===== src/rtl/hpf_cfg_pkg.sv =====
// Shared constants and state encoding for the HPF coefficient loader.
// Defaults here are also used by the filter top.
package hpf_cfg_pkg;

   localparam int HPF_NUM_COEFS  = 5;
   localparam int HPF_COEF_WIDTH = 32;
   localparam int HPF_SEL_WIDTH  = 3;

   localparam logic [31:0] HPF_DEF_C0 = 32'h0000FF00;
   localparam logic [31:0] HPF_DEF_C1 = 32'hFFFF0100;
   localparam logic [31:0] HPF_DEF_C2 = 32'h0000FE07;

   typedef enum logic [1:0] {
      ST_FLUSH,
      ST_LOAD,
      ST_SETTLE,
      ST_RUN
   } load_state_t;

endpackage


===== src/rtl/hpf_coef_shadow_regs.sv =====
// Shadow coefficient bank: one write port, one combinational read port.
// Ports: clk, reset, wr_en/wr_addr/wr_data, rd_addr -> rd_data.
module hpf_coef_shadow_regs
   import hpf_cfg_pkg::*;
#(
   parameter int NUM_COEFS  = HPF_NUM_COEFS,
   parameter int COEF_WIDTH = HPF_COEF_WIDTH,
   parameter int SEL_WIDTH  = HPF_SEL_WIDTH,
   parameter logic [COEF_WIDTH-1:0] DEF_C0 = COEF_WIDTH'(HPF_DEF_C0),
   parameter logic [COEF_WIDTH-1:0] DEF_C1 = COEF_WIDTH'(HPF_DEF_C1),
   parameter logic [COEF_WIDTH-1:0] DEF_C2 = COEF_WIDTH'(HPF_DEF_C2)
) (
   input  logic                  clk,
   input  logic                  reset,
   input  logic                  wr_en,
   input  logic [SEL_WIDTH-1:0]  wr_addr,
   input  logic [COEF_WIDTH-1:0] wr_data,
   input  logic [SEL_WIDTH-1:0]  rd_addr,
   output logic [COEF_WIDTH-1:0] rd_data
);

   logic [COEF_WIDTH-1:0] regs [NUM_COEFS];

   always_ff @(posedge clk) begin
      if (reset) begin
         for (int i = 0; i < NUM_COEFS; i++) begin
            regs[i] <= (i == 0) ? DEF_C0 :
                       (i == 1) ? DEF_C1 : DEF_C2;
         end
      end else if (wr_en && (32'(wr_addr) < NUM_COEFS)) begin
         regs[wr_addr] <= wr_data;
      end
   end

   always_comb begin
      rd_data = '0;
      if (32'(rd_addr) < NUM_COEFS) begin
         rd_data = regs[rd_addr];
      end
   end

endmodule


===== src/rtl/hpf_coefficient_loader.sv =====
// Pushes the shadow coefficient bank to the IIR integrator bank,
// framing each load with filter reset (FLUSH) and a run gate (RUN).
// Host side: cfg_valid/cfg_ready/cfg_addr/cfg_data writes, cfg_commit,
// cfg_err. Filter side: coefficient, reg_select, enable_reg_select,
// filter_reset, filter_run. Status: busy, done.
module hpf_coefficient_loader
   import hpf_cfg_pkg::*;
#(
   parameter int NUM_COEFS  = HPF_NUM_COEFS,
   parameter int COEF_WIDTH = HPF_COEF_WIDTH,
   parameter int SEL_WIDTH  = HPF_SEL_WIDTH,
   parameter logic [COEF_WIDTH-1:0] DEF_C0 = COEF_WIDTH'(HPF_DEF_C0),
   parameter logic [COEF_WIDTH-1:0] DEF_C1 = COEF_WIDTH'(HPF_DEF_C1),
   parameter logic [COEF_WIDTH-1:0] DEF_C2 = COEF_WIDTH'(HPF_DEF_C2)
) (
   input  logic                  clk,
   input  logic                  reset,
   input  logic                  cfg_valid,
   output logic                  cfg_ready,
   input  logic [SEL_WIDTH-1:0]  cfg_addr,
   input  logic [COEF_WIDTH-1:0] cfg_data,
   input  logic                  cfg_commit,
   output logic                  cfg_err,
   output logic [COEF_WIDTH-1:0] coefficient,
   output logic [SEL_WIDTH-1:0]  reg_select,
   output logic                  enable_reg_select,
   output logic                  filter_reset,
   output logic                  filter_run,
   output logic                  busy,
   output logic                  done
);

   if ((NUM_COEFS < 1) || (NUM_COEFS > 2**SEL_WIDTH)) begin : g_chk
      $error("NUM_COEFS must be in 1..2**SEL_WIDTH");
   end

   localparam logic [SEL_WIDTH-1:0] LAST = SEL_WIDTH'(NUM_COEFS - 1);

   load_state_t           state_q, state_d;
   logic [SEL_WIDTH-1:0]  idx_q, idx_d;
   logic                  pend_q, pend_d;
   logic                  addr_ok, wr_fire;
   logic                  ers_d;
   logic [SEL_WIDTH-1:0]  sel_d;
   logic [COEF_WIDTH-1:0] coef_d, rd_data;

   assign addr_ok      = 32'(cfg_addr) < NUM_COEFS;
   assign cfg_ready    = !reset &&
                         ((state_q == ST_RUN) || (state_q == ST_SETTLE));
   assign wr_fire      = cfg_valid && cfg_ready;
   assign filter_reset = state_q == ST_FLUSH;
   assign filter_run   = state_q == ST_RUN;
   assign busy         = state_q != ST_RUN;

   hpf_coef_shadow_regs #(
      .NUM_COEFS  (NUM_COEFS),
      .COEF_WIDTH (COEF_WIDTH),
      .SEL_WIDTH  (SEL_WIDTH),
      .DEF_C0     (DEF_C0),
      .DEF_C1     (DEF_C1),
      .DEF_C2     (DEF_C2)
   ) u_shadow (
      .clk     (clk),
      .reset   (reset),
      .wr_en   (wr_fire && addr_ok),
      .wr_addr (cfg_addr),
      .wr_data (cfg_data),
      .rd_addr (idx_d),
      .rd_data (rd_data)
   );

   always_comb begin
      state_d = state_q;
      idx_d   = idx_q;
      pend_d  = pend_q;
      unique case (state_q)
         ST_FLUSH: begin
            state_d = ST_LOAD;
            idx_d   = '0;
         end
         ST_LOAD: begin
            if (idx_q == LAST) state_d = ST_SETTLE;
            else               idx_d   = idx_q + 1'b1;
         end
         ST_SETTLE: state_d = ST_RUN;
         ST_RUN: begin
            if (cfg_commit || pend_q) state_d = ST_FLUSH;
         end
         default: state_d = ST_FLUSH;
      endcase
      // Commits while a load is in flight collapse into one replay;
      // the flag drops as the replay's FLUSH is entered.
      if (state_q != ST_RUN) pend_d = pend_q || cfg_commit;
      else                   pend_d = 1'b0;
      // Bus outputs are registered from next-state values so they
      // line up with the cycle the state register shows.
      ers_d  = state_d == ST_LOAD;
      sel_d  = ers_d ? idx_d : '0;
      coef_d = ers_d ? rd_data : '0;
   end

   always_ff @(posedge clk) begin
      if (reset) begin
         state_q           <= ST_FLUSH;
         idx_q             <= '0;
         pend_q            <= 1'b0;
         enable_reg_select <= 1'b0;
         reg_select        <= '0;
         coefficient       <= '0;
         done              <= 1'b0;
         cfg_err           <= 1'b0;
      end else begin
         state_q           <= state_d;
         idx_q             <= idx_d;
         pend_q            <= pend_d;
         enable_reg_select <= ers_d;
         reg_select        <= sel_d;
         coefficient       <= coef_d;
         done              <= state_q == ST_SETTLE;
         cfg_err           <= wr_fire && !addr_ok;
      end
   end

endmodule


===== config.mk =====
export PLATFORM = sky130hd
export DESIGN_NAME = hpf_coefficient_loader
export DESIGN_NICKNAME = d
export VERILOG_FILES = /design/src/rtl/hpf_cfg_pkg.sv /design/src/rtl/hpf_coef_shadow_regs.sv /design/src/rtl/hpf_coefficient_loader.sv
export SDC_FILE = /design/constraint.sdc
export NUM_CORES = 1
export LEC_CHECK = 0
export BUFFER_PORTS_ARGS = -buffer_cell sky130_fd_sc_hd__buf_2
export CAP_MARGIN = 20
export CORE_ASPECT_RATIO = 1.1
export CORE_UTILIZATION = 33
export CTS_CLUSTER_DIAMETER = 150
export DETAILED_ROUTE_END_ITERATION = 8
export SKIP_CTS_REPAIR_TIMING = 1
export SYNTH_ARGS = -nofsm -noshare
export SYNTH_HDL_FRONTEND = slang
export SYNTH_SLANG_ARGS = --single-unit

===== constraint.sdc =====
create_clock -name clk -period 5.85 [get_ports clk]
set_clock_uncertainty 0.2 [all_clocks]
set_input_delay 0.2925 -clock clk [delete_from_list [all_inputs] [get_ports clk]]
set_output_delay 0.2925 -clock clk [all_outputs]
set_load 0.03 [all_outputs]

=== After elaboration in Yosys (flattened, before gate mapping) ===
Memories as Yosys holds them, arrays and structs flattened. A register that Yosys moved wholly into a read port is not among the register bits.
Index checks and enable logic that the tools add are counted.

* Bitwise operators: 3
* Reductions and logical operators: 14
* Mux-type cells: 13
* Order comparisons: 2
* Equal/unequal tests: 6
* Add/sub/neg operators: 1

{| class="wikitable"
|+ Operator list
! kind !! number
|-
| $mux 32 || 1
|-
| $reduce_or 32->1 || 1
|-
| $pmux 2 s4 || 1
|-
| $lt 3x3->1 const B || 2
|-
| $mux 1 || 6
|-
| $mux 3 || 2
|-
| $pmux 3 s2 || 1
|-
| $logic_and 1x1->1 || 5
|-
| $eq 2x1->1 const B || 2
|-
| $eq 2x2->1 const B || 2
|-
| $mux 2 || 2
|-
| $reduce_or 2->1 || 2
|-
| $add 3x1->3 const B || 1
|-
| $eq 3x3->1 const B || 1
|-
| $not 1->1 || 3
|-
| $reduce_or 3->1 || 1
|-
| $logic_not 1->1 || 2
|-
| $logic_not 2->1 || 1
|-
| $logic_or 1x1->1 || 2
|-
| $ne 2x2->1 const B || 1
|}

* Output and inout port bits: 42
* Flip-flop bits (word level): 12
* Word-level logic and storage cells: 47
* RAM bits: 160
* Memories: 1
* Input port bits: 39

{| class="wikitable"
|+ Memories
! name !! words !! bits a word !! read ports !! clocked after memory_dff !! write ports !! line !! text
|-
| u_shadow.regs || 5 || 32 || 1 || 1 || 5 || hpf_coef_shadow_regs.sv:22 || <nowiki>logic [COEF_WIDTH-1:0] regs [NUM_COEFS];</nowiki>
|}

=== Longest topological paths before layout ===
Gate-level depths: netlist of the first run.

* Depth after elaboration: 11
* Gate-level depth with buffers: 8
* Depth with buffers taken out: 6

=== By module ===
A second synthesis of the first run with hierarchy kept.

* Cells, all modules: 622
* Area, all modules: 8589.5 µm²

{| class="wikitable"
|+ By module, submodules not included
! module !! sequential area each (µm²) !! area each (µm²) !! times used !! cells each
|-
| hpf_coef_shadow_regs || 4804.6 || 7211.9 || 1 || 500
|-
| hpf_coefficient_loader || 880.8 || 1377.6 || 1 || 122
|}

=== Worst setup path after synthesis of the first run ===
OpenSTA, ideal clock, no wires.

* Path type: reg-to-reg
* Start: register state_q[1]
* End: memory u_shadow.regs[4][0] (netlist bit), enable pin
* Arrival: 2.372 ns
* Stages on the path, launching flop included: 7
* Data required time: 5.275 ns
* Library setup time: 0.375 ns
* Path slack: 2.903 ns
* Buffers on the path: 2
* Clock period less this slack: 2.947 ns
* Path through: dfxtp_1 buf_4 nor2b_1 nand3_1 nor3_1 clkbuf_1 or2_2

{| class="wikitable"
|+ RTL lines
! what !! line !! text
|-
| start: declaration || hpf_coefficient_loader.sv:39 || <nowiki>load_state_t state_q, state_d;</nowiki>
|-
| start signal: assignment || hpf_coefficient_loader.sv:113 || <nowiki>state_q <= state_d;</nowiki>
|-
| end: declaration || hpf_coef_shadow_regs.sv:22 ||
|}

==> metrics, run 1 <==
All-Layer GR Usage=0.1442; Wirelength per Cell=19.25 um; Post-DRT Antenna Nets=0; vias per cell=4.894; DR iter-0 viols=281; die area=25580 um^2; Main synth FF type=edfxtp_1; Clk pwr share=0.418; Post-Syn Nets=560; via count=4703; initial core utilization=0.3363; H-tree Lvls=1; crit path launch=state_q[1]; CORE AREA=24470 um^2; vias in the first global route=4790; Die H=167.6 um; n_diodes=0; DP HPWL=11130 um; VDD IR-drop max=0.1560 mV; port bufs=80; switch share=0.2153; RSZ-0062 raised after global routing=false; Mapped Area=8230 um^2; drt pass-1 iters=7; clk slew on worst S/H paths=0.06 ns; reg2reg end=u_shadow.regs[2][5]; Seq cells post-synth=204; Cell Pwr Density=317.6 nW/um^2; Post-synth ARST share=0; worst-margin pin slew=1.004 ns; failing checks=DRC; filler instances=2289; Crit. End Element=flip-flop; dpl cells=886; gr ovfl total=0; Switch Pwr=685.5 uW; Root Buffer=clkbuf_16; total negative setup slack=0 ns; drt drc=7; internal power=2.499 mW; Tightest Hold Check Type=in -> reg; Crit Path Class=reg -> reg; P_leak=3.670 nW; Post-synth EDFFs=160; part of the Yosys area used for sequential elements=0.6908; FF-to-FF Start=state_q[1]; startpoint types=flip-flop; Synth top area share=0.5838; CTS Buf Count=22; largest area contributor in the netlist=edfxtp_1; Util after Layout=0.4097; FF-to-FF path depth=6; Final Net Count=676; status=complete, but fails checks; Slew Viols, Final=0; worst-path fanout max=32; largest net degree at the start of global routing=35; CP Data Arrival Time=3.21 ns; Setup WS pre-CTS=2.573 ns; Synth area leaders=edfxtp_1 58%, dfxtp_1 11%, mux4_2 8.8%; Worst slew margin=0.3305; GPL Wtd Cong=0.7687; reg2reg setup slack=2.55 ns; share of layout cells above drive strength 1=0.2535; Post-Syn Instances=519; syn_area_per_cell=15.86 um^2; worst setup path end=u_shadow.regs[2][5]; Hold Vio Cnt, Final=0; setup violators final=0; clk sinks=204; Synth cell types=37; most frequent cells in the layout=160 x edfxtp_1, 81 x and2_1, 80 x buf_2; Syn. warnings=0; row cnt=60; max cap viols=0; critical path data required time=5.76 ns; CTS tree=built; crit path time final=3.301 ns; Die X=152.6 um; leading cell type in the layout, fill and taps excluded=edfxtp_1; final wirelength=18500 um; combinational share of power=0.073; final period utilization=0.5643; final worst slack=2.549 ns; P&R area growth vs syn=21.83%; clk buf depth=3; Max Fclk=0.3029 GHz; initial antenna violation count=0; Flop pwr share=0.509; Finished Layout Cells=961; first-pass GRT wire length=28390 um; clk_lat worst skew=0.49 ns; total power=3.184 mW; Top Ports=81
[stage by stage]
stage	hold WS (ns)	cell area, um^2
2_1_floorplan	0.1590	8230
3_3_place_gp	0.2450	8934
3_5_place_dp	0.2525	8976
4_1_cts	-0.1144	9677
5_1_grt	0.008117	10030
6_report	0.01325	10030
[synthesized netlist by cell type, types with 4 or more instances]
cell / instances
buf_4: 4
or2_2: 5
edfxtp_1: 160
dfxtp_1: 44
nand2b_1: 44
a22o_1: 32
buf_2: 4
and2_1: 81
o21ai_0: 5
clkbuf_1: 22
inv_1: 6
and3_1: 26
mux4_2: 32
nor2_1: 13
or3_1: 10
[critical path: stages, from the launching register on]
cell	delay [ns]
dfxtp_1	0.69
nor4bb_4	0.31
buf_4	0.33
nand2_1	0.24
nor2_1	0.14
buf_4	0.26
or2_2	0.71
[flip-flops by register name, indices dropped and copies added (netlist names)]
register,count
state_q,2
u_shadow.regs,160
done,1
idx_q,3
cfg_err,1
pend_q,1
reg_select,3
enable_reg_select,1
coefficient,32
[cell type report]
cell class	count	area, um^2	share of cell area
sequential	204	5685	0.5670
tap	310	387.9	0.03868
multi-input combinational	275	2370	0.2363
clock buffer	31	635.6	0.06339
timing repair buffer	126	860.8	0.08585
inverter	6	22.52	0.002246
clock inverter	9	65.06	0.006489
[kinds of logic (layout without fill, tap and decap cells)]
family / after synthesis / count (layout) / share of synthesized area
multiplexers: 32 / 32 / 0.08756
AO/OA/AOI/OAI: 46 / 46 / 0.04804
buffers and inverters: 40 / 172 / 0.02569
adder cells (fa/ha/maj): 2 / 2 / 0.003040
flip-flops: 204 / 204 / 0.6908
AND/OR/NAND/NOR: 195 / 195 / 0.1449
[worst min path at each step]
stage,startpoint,to,slack (ns),depth (start not counted)
4_1_cts,cfg_data[27],u_shadow.regs[1][27],-0.11,2
3_5_place_dp,u_shadow.regs[4][21],coefficient[21],0.25,1
5_1_grt,cfg_valid,cfg_err,0.008,3
3_3_place_gp,u_shadow.regs[4][29],coefficient[29],0.25,1
6_report,cfg_valid,cfg_err,0.01,3
2_1_floorplan,reset,reg_select[2],0.16,1
[power groups by stage]
stage / registers, mW / logic [mW] / clock network (mW)
2_1_floorplan: 1.68 / 0.100 / 0
3_3_place_gp: 1.65 / 0.211 / 0
3_5_place_dp: 1.65 / 0.219 / 0
4_1_cts: 1.62 / 0.220 / 1.36
5_1_grt: 1.62 / 0.251 / 1.41
6_report: 1.62 / 0.234 / 1.33
[layer usage]
metal | track usage | part of all wire
met5 | 0 | 0
met4 | 0.03689 | 0.017
met3 | 0.02407 | 0.054
met2 | 0.2539 | 0.50
met1 | 0.1839 | 0.43
Note: power is estimated with default switching activity, not from simulation.
==> run 2, diff against run 1 <==
--- a/config.mk
+++ b/config.mk
@@ -5,6 +5,7 @@
 export SDC_FILE = /design/constraint.sdc
 export NUM_CORES = 1
 export LEC_CHECK = 0
+export ABC_AREA = 1
 export BUFFER_PORTS_ARGS = -buffer_cell sky130_fd_sc_hd__buf_2
 export CAP_MARGIN = 20
 export CORE_ASPECT_RATIO = 1.1
==> constraint.sdc (replaced) <==
create_clock -name clk -period 3.4 [get_ports clk]
set_clock_uncertainty 0.2 [all_clocks]
set_input_delay 0.17 -clock clk [delete_from_list [all_inputs] [get_ports clk]]
set_output_delay 0.17 -clock clk [all_outputs]
set_load 0.03 [all_outputs]
==> run 2 against run 1 <==
The run now ends clean. Clock power grew 82%. Wire length grew 23%. Die area grew 9.7%. Sequential power grew 73%. Global-route usage grew 1.5 points. Core utilization shrank 0.53 points.
==> metrics, run 2 <==
status=finished, final reports clean; worst-margin pin slew=0.8711 ns (-0.1331 ns); crit path launch=idx_q[0]; top post-synthesis cells by count=232 x nand2_1, 171 x inv_1, 160 x edfxtp_1; share of layout cells above drive strength 1=0.1383 (-0.1151); CTS tree=built; Die H=175.6 um (+4.8%); largest net degree at the start of global routing=66 (+89%); Mapped Area=9042 um^2 (+9.9%); gr ovfl total=0 (unchanged); die area=28070 um^2 (+9.7%); DR iter-0 viols=360 (+28%); Top Ports=81 (unchanged); Post-synth ARST share=0 (unchanged); Wirelength per Cell=15.57 um (-19%); clk sinks=204 (unchanged); Max Fclk=0.3654 GHz (+21%); Post-Syn Instances=971 (+87%); Flop pwr share=0.484 (-0.025); Cell Pwr Density=530.3 nW/um^2 (+67%); syn_area_per_cell=9.312 um^2 (-41%); Post-synth EDFFs=160 (unchanged); critical path data required time=3.63 ns (-2.13 ns); P_leak=4.902 nW (+34%); initial antenna violation count=0 (unchanged); startpoint types=flip-flop; part of the Yosys area used for sequential elements=0.6288 (-0.06203); via count=6733 (+43%); CORE AREA=26960 um^2 (+10%); drt drc=0 (-7); Crit. End Element=flip-flop; reg2reg end=coefficient[30]; drt pass-1 iters=4 (-3); clk slew on worst S/H paths=0.06 ns (about the same); FF-to-FF path depth=8 (+2); CTS Buf Count=22 (unchanged); Most flops, register=u_shadow.regs; All-Layer GR Usage=0.1592 (+0.01508); vias per cell=4.624 (-5.5%); Worst slew margin=0.4157 (+0.08517); VDD IR-drop max=0.2717 mV (+74%); P&R area growth vs syn=20.58%; switch share=0.2376 (+0.02229); Synth area leaders=edfxtp_1 53%, dfxtp_1 9.7%, nand2_1 9.6%; CP Cell Sequence=inv_1 -> ha_1 -> nand2_1 -> o21ai_0 -> nor2_1 -> clkinv_1 -> buf_4 -> a21oi_1; Util after Layout=0.4044 (-0.005277); internal power=4.408 mW (+76%); clk_lat worst skew=0.50 ns (about the same); largest area contributor in the netlist=edfxtp_1; H-tree Lvls=1 (unchanged); max cap viols=0 (unchanged); largest registers=u_shadow.regs x160, coefficient x32; DP HPWL=13180 um (+18%); GPL Wtd Cong=0.8338 (+8.5%); FF-to-FF Start=idx_q[0]; Root Buffer=clkbuf_16; WHS=0.0003031 ns (-0.01295 ns); Main synth FF type=edfxtp_1; filler instances=2696 (+18%); first-pass GRT wire length=34760 um (+22%); Syn. warnings=0 (unchanged); Synth cell types=25 (-32%); Post-DRT Antenna Nets=0 (unchanged); final period utilization=0.8050 (+0.2408); row cnt=63 (+5.0%); Hold Vio Cnt, Final=0 (unchanged); Critical-path top delay cell=clkinv_1; vias in the first global route=6398 (+34%); final wirelength=22670 um (+23%); crit path time final=2.737 ns (-0.5639 ns); count leader, synth=nand2_1; worst-path fanout max=24 (-25%); initial core utilization=0.3354 (-0.0008767); n_diodes=0 (unchanged); clk buf depth=3 (unchanged); Seq cells post-synth=204 (unchanged); setup violators final=0 (unchanged); Largest register FFs=160 (unchanged); CP Data Arrival Time=2.96 ns (-0.25 ns); Switch Pwr=1.373 mW (+100%); Synth top area share=0.5313 (-0.05242); combinational share of power=0.097 (+0.024); Final Net Count=1124 (+66%); RSZ-0062 raised after global routing=false; leading cell type in the layout, fill and taps excluded=nand2_1; worst setup path end=coefficient[30]; Crit Path Class=reg -> reg; most frequent cells in the layout=230 x nand2_1, 171 x inv_1, 160 x edfxtp_1; Clk pwr share=0.418 (about the same); Post-Syn Nets=1012 (+81%); reg2reg setup slack=0.66 ns (-1.89 ns); Slew Viols, Final=0 (unchanged); total negative setup slack=0 ns (unchanged); Tightest Hold Check Type=in -> reg; Die X=159.8 um (+4.8%); Crit path largest cell delay=0.69 ns (-0.02 ns); port bufs=80 (unchanged)
==> run 2: changes by cell type after synthesis, sizes merged, moves of 26 or more <==
cell	delta
nand2	+232
inv	+170
nor2	+106
and2	-82
nand3	+70
nand4	+64
nand2b	-44
buf	+38
a22o	-32
mux4	-32
a21oi	+31
and3	-26
==> run 2: kinds of logic (layout without fill, tap and decap cells) <==
group	after synthesis	in the layout	share of synthesized area
and+or+nand+nor	493	493	0.2376
buffers and inverters	234	362	0.1074
DFF	204	204	0.6288
AOI/OAI and AO/OA	37	37	0.02255
adders and majority gates	2	2	0.002767
xor gates and xnor gates	1	1	0.0009688
==> run 2: metal layers <==
| metal | part of all wire | up-vias | global-route usage |
|---|---|---|---|
| met2 | 0.53 | 162 | 0.2957 |
| met3 | 0.048 | 34 | 0.02574 |
| met1 | 0.40 | 3196 | 0.1861 |
| met5 | 0 | - | 0 |
| li1 | - | 3341 | - |
| met4 | 0.020 | 0 | 0.05198 |
==> run 2: worst min-delay path by stage <==
stage               cells past startpoint                   to   startpoint
global placement                        3              cfg_err    cfg_valid
CTS                                     3              cfg_err    cfg_valid
finish                                  4  u_shadow.regs[2][3]  cfg_addr[0]
detailed placement                      3              cfg_err    cfg_valid
global route                            4  u_shadow.regs[2][3]  cfg_addr[0]
floorplan                               2              cfg_err    cfg_valid
==> run 2: cell type report <==
class / count / area [um^2] / share of cell area
well taps: 357 / 446.7 / 0.04097
clock buffers: 29 / 598.1 / 0.05485
multi-input cells: 533 / 2396 / 0.2198
inverters: 180 / 675.6 / 0.06197
flip-flops and latches: 204 / 5685 / 0.5215
clock inverters: 11 / 130.1 / 0.01193
repair buffers: 142 / 970.9 / 0.08905
==> run 2: worst max-delay path, delay by kind of cell (launching register included) <==
kind,cells,cell delay [ns]
buffers and inverters,3,1.29
DFF,1,0.41
and+or+nand+nor,2,0.27
adders and majority gates,1,0.22
AOI/OAI and AO/OA,2,0.26
==> run 2: stage by stage <==
stage / power, mW / cells / setup slack, ns / cell area [um^2]
4_1_cts: 5.805 / 1419 / 0.6459 / 10530
5_1_grt: 5.988 / 1456 / 0.4722 / 10900
6_report: 5.781 / 1456 / 0.6629 / 10900
3_5_place_dp: 3.391 / 1379 / 0.6822 / 9804
2_1_floorplan: 3.215 / 971 / 0.5638 / 9042
3_3_place_gp: 3.384 / 1379 / 0.7326 / 9804
==> run 2: power by group through the flow <==
stage                     Clock (mW)  Sequential, mW  Combinational [mW]
after floorplan                    0            2.93               0.282
after global placement             0            2.85               0.530
after detailed placement           0            2.85               0.536
after CTS                       2.46            2.80               0.539
after global routing            2.56            2.81               0.618
final                           2.42            2.80               0.562
==> run 3, diff against run 2 <==
--- a/config.mk
+++ b/config.mk
@@ -5,7 +5,7 @@
 export SDC_FILE = /design/constraint.sdc
 export NUM_CORES = 1
 export LEC_CHECK = 0
-export ABC_AREA = 1
+export ABC_AREA = 0
 export BUFFER_PORTS_ARGS = -buffer_cell sky130_fd_sc_hd__buf_2
 export CAP_MARGIN = 20
 export CORE_ASPECT_RATIO = 1.1
==> constraint.sdc (replaced) <==
create_clock -name clk -period 2.6 [get_ports clk]
set_clock_uncertainty 0.2 [all_clocks]
set_input_delay 0.13 -clock clk [delete_from_list [all_inputs] [get_ports clk]]
set_output_delay 0.13 -clock clk [all_outputs]
set_load 0.03 [all_outputs]
==> run 3 against run 2 <==
The run now ends with DRC left. Power up 23%. Critical path depth decreased by 1. Clock power is 19% higher. Core utilization grew 1.8 points. Setup slack got worse by 0.50 ns. Combinational power up 2%. Wire length shrank 16%. Final cell count decreased by 32%. Design area shrank 5.1%.
==> metrics, run 3 (same netlist as run 1, synthesis figures left out) <==
status=complete, but fails checks; failing checks=DRC; via count=4751 (-29%); Crit Path Class=reg -> reg; startpoint types=flip-flop; clk buf depth=3 (unchanged); combinational share of power=0.081 (-0.016); initial core utilization=0.3363 (+0.0008767); share of layout cells above drive strength 1=0.2785 (+0.1402); Root Buffer=clkbuf_16; internal power=5.541 mW (+26%); GPL Wtd Cong=0.7895 (-5.3%); final wirelength=18990 um (-16%); RSZ-0062 raised after global routing=false; most frequent cells in the layout=160 x edfxtp_1, 81 x and2_1, 80 x buf_2; first-pass GRT wire length=29280 um (-16%); multi-input logic area=2381 um^2 (-0.63%); row cnt=60 (-4.8%); Setup WS pre-CTS=0.1390 ns (-0.5431 ns); worst-margin pin slew=0.4331 ns (-0.4380 ns); CORE AREA=24470 um^2 (-9.2%); filler instances=2255 (-16%); All-Layer GR Usage=0.1515 (-0.007746); die area=25580 um^2 (-8.9%); Critical Path Stages=7 (-1); Die X=152.6 um (-4.5%); FF-to-FF path depth=7 (-1); drt drc=4 (+4); Largest register FFs=160 (unchanged); final period utilization=0.9358 (+0.1308); Crit path largest cell delay=0.51 ns (-0.18 ns); Wirelength per Cell=19.28 um (+24%); gr ovfl total=0 (unchanged); H-tree Lvls=1 (unchanged); port bufs=80 (unchanged); clk sinks=204 (unchanged); switch share=0.2207 (-0.01682); critical path data required time=2.79 ns (-0.84 ns); Tightest Hold Check Type=in -> reg; Clk pwr share=0.407 (-0.011); Hold Vio Cnt, Final=0 (unchanged); Worst slew margin=0.7109 (+0.2952); Final Net Count=700 (-38%); P&R area growth vs syn=25.66%; Crit. End Element=flip-flop; VDD IR-drop max=0.3511 mV (+29%); CP Cell Sequence=inv_1 -> ha_1 -> a31oi_2 -> a2bb2oi_4 -> buf_12 -> mux4_2 -> a22o_1; P_leak=3.825 nW (-22%); n_diodes=0 (unchanged); Switch Pwr=1.570 mW (+14%); Most flops, register=u_shadow.regs; largest registers=u_shadow.regs x160, coefficient x32; max cap viols=0 (unchanged); worst-path fanout max=20 (-17%); FF-to-FF Start=idx_q[0]; worst setup path end=coefficient[5]; final worst slack=0.1669 ns (-0.4961 ns); largest net degree at the start of global routing=33 (-50%); DR iter-0 viols=331 (-8.1%); setup violators final=0 (unchanged); Flop pwr share=0.512 (+0.028); reg2reg end=coefficient[5]; initial antenna violation count=0 (unchanged); crit path time final=2.433 ns (-0.3039 ns); clk slew on worst S/H paths=0.06 ns (about the same); FF/Latch Area=5685 um^2 (unchanged); Critical-path top delay cell=mux4_2; total power=7.111 mW (+23%); Max Fclk=0.4110 GHz (+12%); Top delay family on crit path=compound AO/OA/AOI/OAI gates; crit path launch=idx_q[0]; leading cell type in the layout, fill and taps excluded=edfxtp_1; reg2reg setup slack=0.17 ns (-0.50 ns); Slew Viols, Final=0 (unchanged); Top Ports=81 (unchanged); CP Data Arrival Time=2.63 ns (-0.33 ns); Die H=167.6 um (-4.5%); clk_lat worst skew=0.49 ns (about the same); CTS Buf Count=22 (unchanged); vias per cell=4.823 (+4.3%); Cell Pwr Density=687.6 nW/um^2 (+30%); total negative setup slack=0 ns (unchanged); Buffers & Inverters on Critical Path=2 (-1); vias in the first global route=4996 (-22%); drt pass-1 iters=6 (+2); Post-DRT Antenna Nets=0 (unchanged); CTS tree=built; DP HPWL=11520 um (-13%)
run 3: cell count changes in the layout (fill, tap and decap cells not counted), sizes merged, moves of 31 or more:
cell and change:
nand2 -232, inv -171, nor2 -106, and2 +82, nand3 -70, nand4 -64, nand2b +44, a22o +32
mux4 +32, a21oi -31
run 3: worst min path at each step:
stage | start | endpoint | slack, ns | cells after the start
final | cfg_addr[1] | u_shadow.regs[4][9] | 0.04 | 4
after detailed placement | cfg_commit | pend_q | 0.22 | 3
after global placement | cfg_commit | pend_q | 0.22 | 3
after global routing | cfg_addr[1] | u_shadow.regs[4][10] | 0.05 | 4
after floorplan | reset | reg_select[2] | -0.003 | 1
after CTS | cfg_commit | pend_q | -0.29 | 3
run 3: through the flow:
stage | util | hold WS, ns | instances | cell area, um^2
2_1_floorplan | - | -0.003452 | 519 | 8235
3_3_place_gp | 0.3794 | 0.2161 | 907 | 9286
3_5_place_dp | 0.3794 | 0.2239 | 907 | 9286
4_1_cts | 0.4068 | -0.2919 | 947 | 9956
5_1_grt | 0.4226 | 0.04887 | 985 | 10340
6_report | 0.4226 | 0.04035 | 985 | 10340
run 3: final cells by class:
cell class,count,area share
flip-flops and latches,204,0.5497
multi-input cells,275,0.2302
repair buffers,150,0.1157
clock buffers,32,0.06085
well taps,310,0.03750
clock inverters,8,0.003871
inverters,6,0.002178
run 3: worst min-delay path, cell delays in order:
cell      delay, ns
buf_2          0.15
nor3_2         0.07
buf_4          0.19
nand2b_1       0.08
run 3: power groups by stage:
stage / Combinational (mW) / Sequential (mW) / Clock, mW
after floorplan: 0.227 / 3.78 / 0
after global placement: 0.530 / 3.71 / 0
after detailed placement: 0.538 / 3.71 / 0
after CTS: 0.540 / 3.64 / 2.96
after global routing: 0.618 / 3.65 / 3.09
final: 0.575 / 3.64 / 2.89
run 3: routing by layer:
metal / wire length (um) / global-route usage / vias to the layer above
met5: 0 / 0 / -
met4: 344 / 0.04480 / 0
met3: 1083 / 0.02692 / 25
met2: 9395 / 0.2593 / 134
met1: 8165 / 0.1962 / 2379
li1: - / - / 2213
